==> config.mk <==
export PLATFORM = sky130hd
export DESIGN_NAME = mult_arbiter
export DESIGN_NICKNAME = d
export VERILOG_FILES = /design/src/rtl/mult_arb_pkg.sv /design/src/rtl/mult_arbiter_rr_arbiter.sv /design/src/rtl/mult_arbiter.sv
export SDC_FILE = /design/constraint.sdc
export NUM_CORES = 1
export LEC_CHECK = 0
export ABC_AREA = 1
export CAP_MARGIN = 25
export CORE_AREA = 2 2 183 185
export DETAILED_ROUTE_END_ITERATION = 6
export DIE_AREA = 0 0 185 187
export PLACE_DENSITY = 0.64
export RECOVER_POWER = 25
export SLEW_MARGIN = 25
export SYNTH_ARGS = -nofsm -noshare
export SYNTH_HDL_FRONTEND = slang
export SYNTH_HIERARCHICAL = 1
export SYNTH_SLANG_ARGS = --single-unit
==> constraint.sdc <==
create_clock -name clk -period 5.02 [get_ports clk]
set_input_delay 0.753 -clock clk [delete_from_list [all_inputs] [get_ports clk]]
set_output_delay 0.753 -clock clk [all_outputs]
set_load 0.05 [all_outputs]
==> src/rtl/mult_arb_pkg.sv <==
// mult_arb_pkg: shared types and defaults for the multiplier-sharing arbiter.
// The watchdog is compiled in when MULT_ARB_WDOG_EN is defined; see mult_arbiter.
package mult_arb_pkg;

  // Controller states: accept a request, kick the core, wait for it, reply.
  typedef enum logic [1:0] {
    IDLE  = 2'd0,
    ISSUE = 2'd1,
    WAIT  = 2'd2,
    RESP  = 2'd3
  } state_t;

  localparam int DEF_NREQ    = 4;
  localparam int DEF_WIDTH   = 32;
  localparam int DEF_TIMEOUT = 64;
  localparam int DEF_PROD_W  = 2 * DEF_WIDTH;

  // Full unsigned product width for a given operand width.
  function automatic int prod_width(input int width);
    return 2 * width;
  endfunction

endpackage

==> src/rtl/mult_arbiter_rr_arbiter.sv <==
// rr_arbiter: combinational round-robin pick. Returns the first requester at or
// after i_ptr (ascending, wrapping) as a one-hot grant plus its binary index.
module rr_arbiter #(
  parameter int NREQ = 4,
  parameter int IW   = 2
) (
  input  logic [NREQ-1:0] i_req,
  input  logic [IW-1:0]   i_ptr,
  output logic [NREQ-1:0] o_grant,
  output logic [IW-1:0]   o_idx,
  output logic            o_any
);

  logic [2*NREQ-1:0] w_req2;
  logic [NREQ-1:0]   w_rot;
  logic [IW-1:0]     w_off;
  logic [IW:0]       w_sum;

  // Rotate so that bit 0 is the requester rr_ptr points at.
  assign w_req2 = {i_req, i_req};
  assign w_rot  = NREQ'(w_req2 >> i_ptr);

  // Lowest set bit of the rotated vector is the winner's offset from rr_ptr.
  always_comb begin
    o_any = 1'b0;
    w_off = '0;
    for (int k = NREQ - 1; k >= 0; k--) begin
      if (w_rot[k]) begin
        o_any = 1'b1;
        w_off = IW'(k);
      end
    end
  end

  // Undo the rotation modulo NREQ (NREQ need not be a power of two).
  assign w_sum = {1'b0, i_ptr} + {1'b0, w_off};
  assign o_idx = (w_sum >= (IW+1)'(NREQ)) ? IW'(w_sum - (IW+1)'(NREQ)) : w_sum[IW-1:0];

  for (genvar gi = 0; gi < NREQ; gi++) begin : g_grant
    assign o_grant[gi] = o_any && (o_idx == IW'(gi));
  end

endmodule

==> src/rtl/mult_arbiter.sv <==
// mult_arbiter: shares one start/done sequential multiplier among NREQ requesters
// in round-robin order and returns each product with a one-cycle pulse.
// Define MULT_ARB_WDOG_EN to add a WAIT-state watchdog that aborts after TIMEOUT
// cycles with resp_err=1 and a zero product; otherwise WAIT is unbounded.
module mult_arbiter
  import mult_arb_pkg::*;
#(
  parameter int NREQ    = DEF_NREQ,
  parameter int WIDTH   = DEF_WIDTH,
  parameter int TIMEOUT = DEF_TIMEOUT
) (
  input  logic                    clk,
  input  logic                    rst,
  input  logic [NREQ-1:0]         req_valid,
  input  logic [NREQ*WIDTH-1:0]   req_mlier,
  input  logic [NREQ*WIDTH-1:0]   req_mcand,
  output logic [NREQ-1:0]         req_ready,
  output logic [NREQ-1:0]         resp_valid,
  output logic [2*WIDTH-1:0]      resp_product,
  output logic                    resp_err,
  output logic                    core_start,
  output logic [WIDTH-1:0]        core_mlier,
  output logic [WIDTH-1:0]        core_mcand,
  input  logic                    core_done,
  input  logic [2*WIDTH-1:0]      core_product,
  output logic                    busy
);

  localparam int PW = prod_width(WIDTH);
  localparam int IW = $clog2(NREQ);

  state_t          r_state, w_state_next;
  logic [IW-1:0]   r_rr_ptr, r_grant_idx, w_idx;
  logic [NREQ-1:0] w_grant;
  logic            w_any, w_accept, w_timeout;
  logic [WIDTH-1:0] r_mlier, r_mcand;
  logic [PW-1:0]   r_product;

  rr_arbiter #(.NREQ(NREQ), .IW(IW)) u_rr (
    .i_req   (req_valid),
    .i_ptr   (r_rr_ptr),
    .o_grant (w_grant),
    .o_idx   (w_idx),
    .o_any   (w_any)
  );

  // Accept only in IDLE; gated by rst so req_ready reads 0 during reset.
  assign w_accept  = (r_state == IDLE) && w_any && !rst;
  assign req_ready = w_accept ? w_grant : '0;

`ifdef MULT_ARB_WDOG_EN
  localparam int CW = $clog2(TIMEOUT + 1);
  logic [CW-1:0] r_wdog_cnt;
  logic          r_err;

  // The last permitted WAIT cycle without done is the abort point.
  assign w_timeout = (r_state == WAIT) && !core_done && (r_wdog_cnt == CW'(TIMEOUT - 1));

  // Count cycles spent in WAIT; cleared whenever the FSM is elsewhere.
  always_ff @(posedge clk or posedge rst) begin
    if (rst)                   r_wdog_cnt <= '0;
    else if (r_state != WAIT)  r_wdog_cnt <= '0;
    else                       r_wdog_cnt <= r_wdog_cnt + CW'(1);
  end

  // Remember whether the current response is an abort.
  always_ff @(posedge clk or posedge rst) begin
    if (rst)                                 r_err <= 1'b0;
    else if (w_timeout)                      r_err <= 1'b1;
    else if (r_state == WAIT && core_done)   r_err <= 1'b0;
  end

  assign resp_err = (r_state == RESP) && r_err;
`else
  assign w_timeout = 1'b0;
  assign resp_err  = 1'b0;
`endif

  // State register.
  always_ff @(posedge clk or posedge rst) begin
    if (rst) r_state <= IDLE;
    else     r_state <= w_state_next;
  end

  // Next-state logic; core_done matters only in WAIT.
  always_comb begin
    w_state_next = r_state;
    case (r_state)
      IDLE:    if (w_accept) w_state_next = ISSUE;
      ISSUE:   w_state_next = WAIT;
      WAIT:    if (core_done || w_timeout) w_state_next = RESP;
      RESP:    w_state_next = IDLE;
      default: w_state_next = IDLE;
    endcase
  end

  // Latch the winner's operands and index, and advance rr_ptr past it.
  always_ff @(posedge clk or posedge rst) begin
    if (rst) begin
      r_mlier     <= '0;
      r_mcand     <= '0;
      r_grant_idx <= '0;
      r_rr_ptr    <= '0;
    end else if (w_accept) begin
      r_mlier     <= req_mlier[w_idx*WIDTH +: WIDTH];
      r_mcand     <= req_mcand[w_idx*WIDTH +: WIDTH];
      r_grant_idx <= w_idx;
      r_rr_ptr    <= (w_idx == IW'(NREQ - 1)) ? '0 : w_idx + IW'(1);
    end
  end

  // Capture the core result on done; an aborted operation returns zero.
  always_ff @(posedge clk or posedge rst) begin
    if (rst)                                 r_product <= '0;
    else if (r_state == WAIT && core_done)   r_product <= core_product;
    else if (w_timeout)                      r_product <= '0;
  end

  assign core_start   = (r_state == ISSUE);
  assign busy         = (r_state != IDLE);
  assign core_mlier   = r_mlier;
  assign core_mcand   = r_mcand;
  assign resp_product = r_product;

  for (genvar gi = 0; gi < NREQ; gi++) begin : g_resp
    assign resp_valid[gi] = (r_state == RESP) && (r_grant_idx == IW'(gi));
  end

endmodule

Yosys cells after proc, flatten, opt, wreduce, memory -nomap -nowiden --
Cells that the tools add are included.
Storage, ports and cells: register bits 134, latch bits 0, memory bits (writable) 0, bits in read-only memories 0, bits of input ports 327, output and inout bits 139, word-level logic and storage cells 55, memories 0
Cells by class: $add $sub $neg 3, multiply operators 0, divide/modulo/power cells 0, $lt $le $gt $ge 1, equality and inequality tests 11, shifts and indexed selects 3, muxes and demuxes 14, bitwise logic cells 0, reductions and logical operators 17
Operators by type and width (number):
- 128-bit by 8-bit variable part select with 32-bit output | 2
- 2-bit two-way mux | 8
- 2-bit equality test, second input constant | 6
- 1-bit logical AND | 11
- 2-bit case mux with 4 select lines | 1
- 8-bit by 2-bit right shift with 4-bit output | 1
- 2-bit by 1-bit equality test with 1-bit output, second input constant | 3
- 2-bit zero test | 3
- 1-bit two-way mux | 4
- 4-bit two-way mux | 1
- 2-bit != test, second input constant | 2
- 2-bit by 2-bit adder with 3-bit output | 1
- 3-bit greater-or-equal comparator, second input constant | 1
- 2-bit by 1-bit adder with 2-bit output, second input constant | 1
- 2-bit AND reduction | 1
- 2-bit nonzero test | 1
- 2-bit by 1-bit subtractor with 2-bit output, second input constant | 1
- 1-bit zero test | 1

Depth between registers and ports, before layout --
word-level depth 11, depth in mapped cells 17, mapped depth without buffers 16

Cells and area by module --
The synthesis kept the hierarchy.
Modules (own cells, without submodules):
- mult_arbiter | instances 1, cells each 1092, area an instance 7797.5 um^2, sequential area each 3353.2 um^2
- rr_arbiter | instances 1, cells each 43, area an instance 261.5 um^2, sequential area each 0.0 um^2

Worst setup path after synthesis --
Ideal clock, no wire load.
kind input port to output port, from input rst, to output req_ready[0], data arrival time 3677 ps, setup slack 590 ps, cell stages on the path 4, buffers on the path 1, cell sequence inv_2 -> nand3_2 -> clkbuf_1 -> nor2_1
Between the ends: cells in the longest elaborated chain, start to end 3
Ends and longest elaborated chain:
- start, declared | line mult_arbiter.sv:13 | input logic rst,
- 1-bit zero test (no line)
- 1-bit logical AND | line mult_arbiter.sv:48 | assign w_accept = (r_state == IDLE) && w_any && !rst;
- 4-bit two-way mux | line mult_arbiter.sv:49 | assign req_ready = w_accept ? w_grant : '0;
- end, declared | line mult_arbiter.sv:17 | output logic [NREQ-1:0] req_ready,
Every way passes these cells.

Final worst setup path --
from input req_valid[0], to output req_ready[3]
Between the ends: cells in the longest elaborated chain, start to end 11
Ends and longest elaborated chain:
- start, declared | line mult_arbiter.sv:14 | input logic [NREQ-1:0] req_valid,
- 8-bit by 2-bit right shift with 4-bit output * | line mult_arbiter_rr_arbiter.sv:21 | assign w_rot = NREQ'(w_req2 >> i_ptr);
- 2-bit two-way mux (4 in a row) | line mult_arbiter_rr_arbiter.sv:28 | if (w_rot[k]) begin
- 2-bit by 2-bit adder with 3-bit output | line mult_arbiter_rr_arbiter.sv:36 | assign w_sum = {1'b0, i_ptr} + {1'b0, w_off};
- 3-bit greater-or-equal comparator / 2-bit by 1-bit subtractor with 2-bit output (equally long branches) | line mult_arbiter_rr_arbiter.sv:37 | assign o_idx = (w_sum >= (IW+1)'(NREQ)) ? IW'(w_sum - (IW+1)'(NREQ)) : w_sum[IW-1:0];
- 2-bit two-way mux | line mult_arbiter_rr_arbiter.sv:37
- 2-bit equality test | line mult_arbiter_rr_arbiter.sv:40 | assign o_grant[gi] = o_any && (o_idx == IW'(gi));
- 1-bit logical AND * | line mult_arbiter_rr_arbiter.sv:40
- via w_grant[3] | line mult_arbiter.sv:34 | logic [NREQ-1:0] w_grant;
- 4-bit two-way mux * | line mult_arbiter.sv:49
The timed path passes the listed nets; every way through them passes the cells marked *.

==> impl_metrics.json <==
{
  "r2r_start": "r_rr_ptr[0]",
  "grt_antenna_before_repair": 1,
  "nFillCells": 3381,
  "clk_latency_ps": 420,
  "postCtsSetupBuffers": 0,
  "core_um2": 32900,
  "cts_root_buf": "clkbuf_16",
  "yosysSeqAreaShare_pct": 41.6,
  "postCtsResizedCells": 0,
  "fp.dieW_um": 185,
  "seq_power_share_pct": 18.0,
  "syn_area_per_cell_um2": 7.10,
  "clockPowerShare_pct": 12.1,
  "hold_viol_final": 0,
  "fin_nets": 1905,
  "ant_nets": 0,
  "grt_pass1_wl_mm": 46.1,
  "crit_start": "req_valid[0]",
  "grt.overflow.total": 0,
  "start_util_pct": 24.5,
  "worst_pin_slew_ps": 1910,
  "ir_worst_vdd_mv": 0.545,
  "rows": 67,
  "fin_ws_ps": 255,
  "htreeDepth": 4,
  "area_growth_pct": 69.9,
  "hold_class": "reg2reg",
  "cts_tree": "done",
  "max_cap_viol_count": 2,
  "first_pass_iters": 5,
  "drc_errors": 0,
  "fin_crit_ps": 4760,
  "wl_per_cell_um": 14.4,
  "grt_max_degree": 73,
  "io_pins": 466,
  "critical_path_required_ps": 4270,
  "vias": 8650,
  "holdWs_ps": 478,
  "status": "complete, but fails checks",
  "seq_area_um2": 3350,
  "synth_fp_nets": 1469,
  "grtUsageTotal_pct": 16.9,
  "cts_made_buffers": 17,
  "violations": "max-capacitance violations, max-slew violations",
  "fmax_mhz": 210,
  "clock-sinks": 134,
  "place.gp.congestion": 0.895,
  "rsz0062_at_grt": "no",
  "final.setup_skew_ps": 9.69,
  "relSlewSlack_pct": -27.9,
  "p_leak_nw": 6.79,
  "synth_area_um2": 8060,
  "cp_data_arrival_time_ps": 4010,
  "combPwrFrac_pct": 69.9,
  "power_density_nw_per_um2": 781,
  "worstSetupStartpointType": "input pin",
  "initialDrtViolationCount": 371,
  "finalCritPeriodShare_pct": 94.9,
  "switchingPower_w": 0.00583,
  "pre_cts_ws_ps": 366,
  "synth_cells": 1135,
  "swShare_pct": 54.6,
  "io_buffers": 464,
  "grt_pass1_vias": 8750,
  "finalSetupViolCount": 0,
  "die_h_um": 187,
  "route.final.wire_length_mm": 29.3,
  "multi_input_area_um2": 3760,
  "power.internal_w": 0.00486,
  "critPathCaptureType": "output pin",
  "setup_tns_ps": 0,
  "slew_viol_final": 115,
  "viasPerCell": 4.25,
  "dpl.hpwl_mm": 21.8,
  "critPathKind": "in2out",
  "dieArea_um2": 34600,
  "path_max_fanout": 3,
  "clkTransAtPathRegs_ps": 60,
  "clockBufferDepth": 2,
  "ys_types": 26,
  "synth_seq_cells": 134,
  "cts.hold.buffers_added": 0,
  "layout-drive-gt1-share_pct": 8.78,
  "hp-start": "core_mcand[15]",
  "ys_warn_count": 6
}
[cells in the mapped netlist, drive strengths merged]
cell type    n  area share, %
a21boi       1          0.093
a21oi        3           0.19
buf         49            3.8
clkbuf      13           0.61
clkinv       1           0.11
conb         1          0.047
dfrtp      134             42
ha           7            1.1
inv        159            7.4
mux2        64            8.9
nand2      546             26
nand3      141            9.0
nor2         8           0.50
nor3         4           0.25
o21a         1          0.093
o21ai        1          0.062
or2          1          0.078
xnor2        1           0.11
[layout make-up]
| type | count | share of cell area (%) |
|---|---|---|
| timing repair buffer | 479 | 35.1 |
| inverter | 160 | 4.45 |
| antenna | 1 | 0.0183 |
| clock inverter | 15 | 1.22 |
| clock buffer | 17 | 3.11 |
| sequential | 134 | 24.5 |
| multi-input combinational | 779 | 27.5 |
| tap | 448 | 4.09 |
[power groups by stage]
stage                     registers [W]  logic, W  clock network (W)
after floorplan                 0.00365   0.00349                  0
after global placement          0.00191   0.00753                  0
after detailed placement        0.00194   0.00757                  0
after CTS                       0.00193   0.00759            0.00135
after global routing            0.00199   0.00822            0.00141
final                           0.00192   0.00747            0.00130
[critical path, cell delays in order]
cell	delay, ps
clkdlybuf4s50_1	440
nand2_1	100
nand3_1	80
nand2_1	150
nand3_1	90
a21boi_0	540
buf_4	230
ha_4	110
xnor2_1	200
nand3_4	140
a21oi_1	170
inv_1	50
nor2_1	110
clkdlybuf4s50_1	840
[cell families after synthesis]
| logic type | share of synthesized area [%] |
|---|---|
| compound gates | 0.435 |
| xor+xnor | 0.109 |
| fa+ha+maj | 1.09 |
| buf+inv | 12.0 |
| flops | 41.6 |
| mux | 8.94 |
| other cells | 0.0465 |
| simple gates | 35.8 |
[cell usage in the layout, fill, tap and decap left out, drive strengths merged]
| cell type | instances |
|---|---|
| clkinvlp | 2 |
| diode | 1 |
| nand2 | 546 |
| o21a | 1 |
| mux2 | 64 |
| buf | 17 |
| or2 | 1 |
| bufinv | 1 |
| nor2 | 8 |
| xnor2 | 1 |
| clkdlybuf4s50 | 460 |
| a21boi | 1 |
| dlygate4sd3 | 1 |
| ha | 7 |
| o21ai | 1 |
| dfrtp | 134 |
| conb | 1 |
| inv | 165 |
| clkinv | 7 |
| clkbuf | 18 |
| nand3 | 141 |
| a21oi | 3 |
| nor3 | 4 |
[per-layer routing]
| metal | global-route usage (%) | share of wire (%) | vias to the layer above |
|---|---|---|---|
| li1 | - | - | 4304 |
| met5 | 0 | 0 | - |
| met3 | 3.80 | 6.8 | 34 |
| met2 | 30.6 | 51 | 306 |
| met4 | 5.40 | 2.0 | 0 |
| met1 | 19.7 | 40 | 4006 |
[worst paths after layout]
check | end | slack, ps | cells after the start
max reg2reg | r_rr_ptr[1] | 1150 | 13
max in group asynchronous | core_mlier[5] | 1740 | 4
min reg2reg | core_mcand[15] | 480 | 2
max | req_ready[3] | 260 | 14
min | core_mcand[15] | 480 | 2
min in group asynchronous | core_mcand[17] | 1570 | 3
[flip-flops by register name (all words and copies together) (netlist names)]
register	cells
core_mcand	32
r_state	2
r_grant_idx	2
r_rr_ptr	2
core_mlier	32
resp_product	64
[through the flow]
step | power [W] | instance area (um2) | instances | utilization [%]
finish | 0.0107 | 13700 | 2033 | 41.7
detailed placement | 0.00950 | 13100 | 2000 | 39.9
global route | 0.0116 | 13700 | 2033 | 41.7
floorplan | 0.00714 | 8060 | 1135 | -
global placement | 0.00944 | 13100 | 2000 | 39.9
CTS | 0.0109 | 13700 | 2032 | 41.7
Note: power is estimated with default switching activity, not from simulation.
